[config.mk]
export PLATFORM = sky130hd
export DESIGN_NAME = load_store_unit
export DESIGN_NICKNAME = d
export VERILOG_FILES = /design/src/rtl/lsu_pkg.sv /design/src/rtl/lsu_lane_align.sv /design/src/rtl/load_store_unit.sv
export SDC_FILE = /design/constraint.sdc
export NUM_CORES = 1
export LEC_CHECK = 0
export ABC_AREA = 1
export CAP_MARGIN = 10
export CORE_UTILIZATION = 30
export DETAILED_ROUTE_END_ITERATION = 12
export DONT_BUFFER_PORTS = 1
export GPL_ROUTABILITY_DRIVEN = 0
export PLACE_DENSITY_LB_ADDON = 0.1
export REMOVE_ABC_BUFFERS = 1
export SYNTH_ARGS = -nofsm -noshare
export SYNTH_HDL_FRONTEND = slang
export SYNTH_SLANG_ARGS = --single-unit
[constraint.sdc]
create_clock -name clk -period 3.4 [get_ports clk]
set_input_delay 1.02 -clock clk [delete_from_list [all_inputs] [get_ports clk]]
set_output_delay 1.02 -clock clk [all_outputs]
set_load 0.02 [all_outputs]
[src/rtl/lsu_pkg.sv]
// Shared encodings for the load/store unit: access sizes, FSM states and
// the alignment rule used to reject badly aligned requests.
package lsu_pkg;

    localparam logic [1:0] SZ_BYTE = 2'b00;
    localparam logic [1:0] SZ_HALF = 2'b01;
    localparam logic [1:0] SZ_WORD = 2'b10;
    localparam logic [1:0] SZ_RSVD = 2'b11;

    typedef enum logic [1:0] {
        IDLE  = 2'b00,
        WRITE = 2'b01,
        RESP  = 2'b10
    } lsu_state_e;

    // True when the low address bits do not suit the access size.
    function automatic logic misaligned(input logic [1:0] size, input logic [1:0] lo);
        logic bad;
        case (size)
            SZ_BYTE: bad = 1'b0;
            SZ_HALF: bad = lo[0];
            SZ_WORD: bad = (lo != 2'b00);
            default: bad = 1'b1;
        endcase
        return bad;
    endfunction

endpackage

[src/rtl/lsu_lane_align.sv]
// Little-endian lane handling: extracts/extends load data from a memory word
// and merges sub-word store data into an old word.
module lsu_lane_align
    import lsu_pkg::*;
(
    input  logic [31:0] word_i,
    input  logic [1:0]  lo_i,
    input  logic [1:0]  size_i,
    input  logic        unsigned_i,
    input  logic [31:0] wdata_i,
    output logic [31:0] ld_data_o,
    output logic [31:0] st_word_o
);

    logic [7:0]  byte_s;
    logic [15:0] half_s;

    // Select the addressed byte and halfword lanes.
    always_comb begin
        byte_s = 8'h00;
        case (lo_i)
            2'd0:    byte_s = word_i[7:0];
            2'd1:    byte_s = word_i[15:8];
            2'd2:    byte_s = word_i[23:16];
            2'd3:    byte_s = word_i[31:24];
            default: byte_s = 8'h00;
        endcase
        if (lo_i[1]) begin
            half_s = word_i[31:16];
        end else begin
            half_s = word_i[15:0];
        end
    end

    // Zero- or sign-extend the selected lane.
    always_comb begin
        ld_data_o = 32'h0000_0000;
        case (size_i)
            SZ_BYTE: ld_data_o = unsigned_i ? {24'h00_0000, byte_s} : {{24{byte_s[7]}}, byte_s};
            SZ_HALF: ld_data_o = unsigned_i ? {16'h0000, half_s}    : {{16{half_s[15]}}, half_s};
            SZ_WORD: ld_data_o = word_i;
            default: ld_data_o = 32'h0000_0000;
        endcase
    end

    // Replace the addressed lane(s) of the old word with store data.
    always_comb begin
        st_word_o = word_i;
        case (size_i)
            SZ_BYTE: begin
                case (lo_i)
                    2'd0:    st_word_o[7:0]   = wdata_i[7:0];
                    2'd1:    st_word_o[15:8]  = wdata_i[7:0];
                    2'd2:    st_word_o[23:16] = wdata_i[7:0];
                    2'd3:    st_word_o[31:24] = wdata_i[7:0];
                    default: st_word_o        = word_i;
                endcase
            end
            SZ_HALF: begin
                if (lo_i[1]) begin
                    st_word_o[31:16] = wdata_i[15:0];
                end else begin
                    st_word_o[15:0] = wdata_i[15:0];
                end
            end
            SZ_WORD: st_word_o = wdata_i;
            default: st_word_o = word_i;
        endcase
    end

endmodule

[src/rtl/load_store_unit.sv]
// Load/store unit: turns byte/half/word CPU requests into word accesses on a
// combinational-read, synchronous-write data memory, with request checking.
module load_store_unit
    import lsu_pkg::*;
#(
    parameter int DEPTH_WORDS = 64
) (
    input  logic        clk,
    input  logic        reset_n,
    input  logic        req,
    input  logic        we,
    input  logic [1:0]  size,
    input  logic        unsigned_ld,
    input  logic [31:0] addr,
    input  logic [31:0] wdata,
    output logic [31:0] rdata,
    output logic        done,
    output logic        err,
    output logic        busy,
    output logic        mem_we,
    output logic [31:0] mem_a,
    output logic [31:0] mem_wd,
    input  logic [31:0] mem_rd
);

    localparam logic [31:0] ADDR_LIMIT = 32'(4 * DEPTH_WORDS);

    lsu_state_e  state_q, state_d;
    logic        err_q, err_d;
    logic [31:0] rdata_q, rdata_d;
    logic [31:0] addr_q, addr_d;
    logic [1:0]  lo_q, lo_d;
    logic [1:0]  size_q, size_d;
    logic [31:0] wdata_q, wdata_d;
    logic [31:0] old_q, old_d;

    logic        reject_s;
    logic [31:0] al_word_s, al_wdata_s, ld_data_s, st_word_s;
    logic [1:0]  al_lo_s, al_size_s;
    logic        mem_we_s;
    logic [31:0] mem_a_s, mem_wd_s;

    assign reject_s = (size == SZ_RSVD) || misaligned(size, addr[1:0]) || (addr >= ADDR_LIMIT);

    // In WRITE the aligner merges the captured request; otherwise it sees the live one.
    always_comb begin
        if (state_q == WRITE) begin
            al_word_s  = old_q;
            al_lo_s    = lo_q;
            al_size_s  = size_q;
            al_wdata_s = wdata_q;
        end else begin
            al_word_s  = mem_rd;
            al_lo_s    = addr[1:0];
            al_size_s  = size;
            al_wdata_s = wdata;
        end
    end

    lsu_lane_align u_align (
        .word_i     (al_word_s),
        .lo_i       (al_lo_s),
        .size_i     (al_size_s),
        .unsigned_i (unsigned_ld),
        .wdata_i    (al_wdata_s),
        .ld_data_o  (ld_data_s),
        .st_word_o  (st_word_s)
    );

    // Next-state and memory-port decode.
    always_comb begin
        state_d  = state_q;
        err_d    = err_q;
        rdata_d  = rdata_q;
        addr_d   = addr_q;
        lo_d     = lo_q;
        size_d   = size_q;
        wdata_d  = wdata_q;
        old_d    = old_q;
        mem_we_s = 1'b0;
        mem_a_s  = 32'h0000_0000;
        mem_wd_s = 32'h0000_0000;
        case (state_q)
            IDLE: begin
                mem_a_s = {addr[31:2], 2'b00};
                if (req) begin
                    if (reject_s) begin
                        err_d   = 1'b1;
                        rdata_d = 32'h0000_0000;
                        state_d = RESP;
                    end else if (!we) begin
                        err_d   = 1'b0;
                        rdata_d = ld_data_s;
                        state_d = RESP;
                    end else if (size == SZ_WORD) begin
                        mem_we_s = 1'b1;
                        mem_wd_s = wdata;
                        err_d    = 1'b0;
                        rdata_d  = 32'h0000_0000;
                        state_d  = RESP;
                    end else begin
                        addr_d  = {addr[31:2], 2'b00};
                        lo_d    = addr[1:0];
                        size_d  = size;
                        wdata_d = wdata;
                        old_d   = mem_rd;
                        err_d   = 1'b0;
                        rdata_d = 32'h0000_0000;
                        state_d = WRITE;
                    end
                end else begin
                    state_d = IDLE;
                end
            end
            WRITE: begin
                mem_a_s  = addr_q;
                mem_wd_s = st_word_s;
                mem_we_s = 1'b1;
                state_d  = RESP;
            end
            RESP: begin
                err_d   = 1'b0;
                rdata_d = 32'h0000_0000;
                state_d = IDLE;
            end
            default: begin
                err_d   = 1'b0;
                state_d = IDLE;
            end
        endcase
    end

    // State and capture registers, cleared immediately by reset.
    always_ff @(posedge clk or negedge reset_n) begin
        if (!reset_n) begin
            state_q <= IDLE;
            err_q   <= 1'b0;
            rdata_q <= 32'h0000_0000;
            addr_q  <= 32'h0000_0000;
            lo_q    <= 2'b00;
            size_q  <= SZ_BYTE;
            wdata_q <= 32'h0000_0000;
            old_q   <= 32'h0000_0000;
        end else begin
            state_q <= state_d;
            err_q   <= err_d;
            rdata_q <= rdata_d;
            addr_q  <= addr_d;
            lo_q    <= lo_d;
            size_q  <= size_d;
            wdata_q <= wdata_d;
            old_q   <= old_d;
        end
    end

    // The memory port is gated by reset so an aborted write never lands.
    assign mem_we = reset_n & mem_we_s;
    assign mem_a  = reset_n ? mem_a_s  : 32'h0000_0000;
    assign mem_wd = reset_n ? mem_wd_s : 32'h0000_0000;
    assign done   = (state_q == RESP);
    assign err    = done & err_q;
    assign rdata  = done ? rdata_q : 32'h0000_0000;
    assign busy   = (state_q != IDLE);

endmodule

==> run metrics <==
CTS buffer count=17; sw frac=approximately 26%; Starting Density=between 30% and 40%; global-route wire length before repair=between 40 and 50 mm; top cells by count, synth=nand2_1 (555), inv_1 (137), dfrtp_1 (133), o21ai_0 (100), nor2_1 (99); final period utilization=100.5%; die width=~170 um; Crit path buffers/inverters=3; TritonCTS clock tree=built; pwr/cell area=378.3 nW/um^2; core box area=approximately 28000 um^2; share of layout cells above drive strength 1=around a fifth; Port Buf Inserts=0; final core occ=40.31%; DRT Pass-1 Iters=5; Post-Layout Inst Area=about 11000 um^2; nets=roughly 1600; Final Hold Viols=0; Synth area leaders=dfrtp_1 (39%), nand2_1 (24%), inv_1 (6.0%); crit path DAT=approximately 2400 ps; maximum vdd drop=about 0.27 mV; number of synthesis warnings=0; total power=4.248 mW; initial antenna violation count=0; Final Slew Violations=0; Clock Path Buffers=2; total number of vias=between 8000 and 9000; fin cells=between 1500 and 2000; max cap viols=0; Logic pwr share=between 10% and 20%; IO Pins=roughly 200; Critical Path Most Common Cell=nand2_1; Final setup viols=2; Net Switching=1.091 mW; number of synthesized flops with an enable pin=0; max_slew headroom=between 40% and 50%; dpl hpwl=between 20 and 25 mm; CP Class=reg -> out; CTS sink count=~130; Synth Area per Inst=6.302 um^2; crit path time final=~3400 ps; Setup WS post-layout=-17.44 ps; Cell Chain, Critical Path=inv_2, nor2_4, nand2_1, nand2_2, nand2_1, nand2_2, nand2_4, buf_4, o21ai_2, nand2_1, a21oi_1, buf_4; Synth area leader=dfrtp_1; CP max-delay cell=dfrtp_2; register area share after synthesis=about two fifths; clk_skew=~7.9 ps; Async SR Flop Fraction=between 90% and 100%; total internal power=between 3 and 4 mW; Fill cells=~3000; Post-Syn Area=8508 um^2; Seq cells post-synth=133; library cells used by synthesis=28; Leak=about 5.9 nW; area share of the largest cell type after synthesis=about two fifths; GRT Total Usage=between 20% and 30%; ANT nets after route=0; Critical Path End Type=primary output; synthesized netlist cell count=around 1400; maximum clock frequency=roughly 0.29 GHz; violated checks=negative setup slack; die height=170.4 um; FP Rows=just over 60; Clock transition at path regs=approximately 60 ps; Reg power frac=a little under two fifths; critical path's largest stage delay=between 400 and 500 ps; Remaining DRCs=0; Top FF cell, synth=dfrtp_1; Clk Latency, worst-skew pair=about 430 ps; CTS Hold Bufs=0; CP delay by family, top=simple AND/OR/NAND/NOR gates; count leader, synth=nand2_1; power share of the clock group=50.3%; Antenna Cells=0; Post-DP Area=9836 um^2; RSZ-0062 raised after global routing=yes; WL final=~31 mm; CP Max Fanout=6; die area=roughly 29000 um^2; H-tree levels=4; Root Buffer=clkbuf_16; DR vias/cell=about 4.8; area growth from synthesis to layout=31.99%; Hold/Removal Path Class=in -> async; Least-Margin Pin Slew=836.1 ps; drt initial violations=between 600 and 700; global route overflow=0; Worst setup SP type=flop; WP data required=between 2000 and 2500 ps; DR WL/cell=about 17 um; status=finished with violations; largest net degree at the start of global routing=135; vias in the first global route=about 8300; setup TNS=-18.38 ps; Post-Place Cells=1796
==> what timing repair did <==
action,CTS,global route
setup buffers,14,10
cloned,2,2
setup endpoints to repair,33,33
resized for setup,53,83
pin swaps,11,19
==> final timing paths <==
kind | end | cells past startpoint | startpoint | slack, ps
worst max-delay path | mem_wd[3] | 12 | state_q[0]$_DFF_PN0_ | -20
worst max register to register | rdata_q[0]$_DFFE_PN0P_ | 14 | state_q[1]$_DFF_PN0_ | 940
worst min register to register | addr_q[12]$_DFFE_PN0P_ | 2 | addr_q[12]$_DFFE_PN0P_ | 470
min in group clk | addr_q[12]$_DFFE_PN0P_ | 2 | addr_q[12]$_DFFE_PN0P_ | 470
max in group asynchronous | wdata_q[15]$_DFFE_PN0P_ | 0 | reset_n | 2900
worst min-delay path | rdata_q[20]$_DFFE_PN0P_ | 0 | reset_n | 290
==> final cells by class <==
| type | count | area (um^2) | area share [%] |
|---|---|---|---|
| multi-input combinational | 991 | 4604 | 41.00 |
| sequential | 133 | 3331 | 29.66 |
| timing repair buffer | 177 | 1589 | 14.15 |
| inverter | 145 | 556.8 | 4.958 |
| clock buffer | 21 | 480.5 | 4.279 |
| tap | 378 | 473.0 | 4.212 |
| clock inverter | 11 | 195.2 | 1.738 |
==> power groups by stage <==
stage          clock, mW  sequential [mW]  combinational [mW]
2_1_floorplan          0             1.62               0.272
3_3_place_gp           0             1.62               0.459
3_5_place_dp           0             1.62               0.460
4_1_cts             2.18             1.59               0.496
5_1_grt             2.25             1.59               0.575
6_report            2.14             1.59               0.526
==> routing by layer <==
layer / GRT usage [%] / share of wire (%)
met1: 29.34 / 46
met2: 35.89 / 47
met3: 3.814 / 5.6
met4: 6.541 / 1.8
met5: 0 / 0
==> per-stage QoR <==
step,hold WS (ps),setup slack (ps)
finish,288.0,-17.44
global route,273.5,-141.6
CTS,276.5,-14.78
detailed placement,453.0,-214.5
global placement,449.8,-218.1
floorplan,436.5,-2516
==> placed cells by master (no fill, tap or decap), drive strengths merged, types with 2 or more instances in the layout <==
cell type	count
nand2	564
buf	175
inv	144
dfrtp	133
o21ai	122
nor2	104
nand3	74
a21oi	69
nand4	34
clkbuf	22
o211ai	16
clkinv	7
bufinv	5
conb	2
nor3	2
==> registers in the layout, summed over array words and instances, names as in the netlist <==
signal	cells
state_q	2
size_q	2
old_q	32
addr_q	30
rdata_q	32
lo_q	2
err_q	1
wdata_q	32
==> worst reg2reg max path, stage by stage, from the launching register on <==
cell	delay, ps
dfrtp_2	430
clkinv_4	120
buf_4	160
nand3_2	70
nand2_4	90
buf_6	140
nor2_4	130
buf_12	130
buf_4	110
nand2_1	200
o21ai_1	430
nand2_1	100
nand3_1	160
nand2_1	70
nand2_1	60
==> cell families (layout without fill, tap and decap cells) <==
family | after synthesis | after routing | synth area share (%)
simple gates | 779 | 781 | 37.06
flops | 133 | 133 | 39.12
buf+inv | 229 | 354 | 11.01
compound gates | 208 | 208 | 12.76
other cells | 1 | 2 | 0.04408
Note: power is estimated with default switching activity, not from simulation.
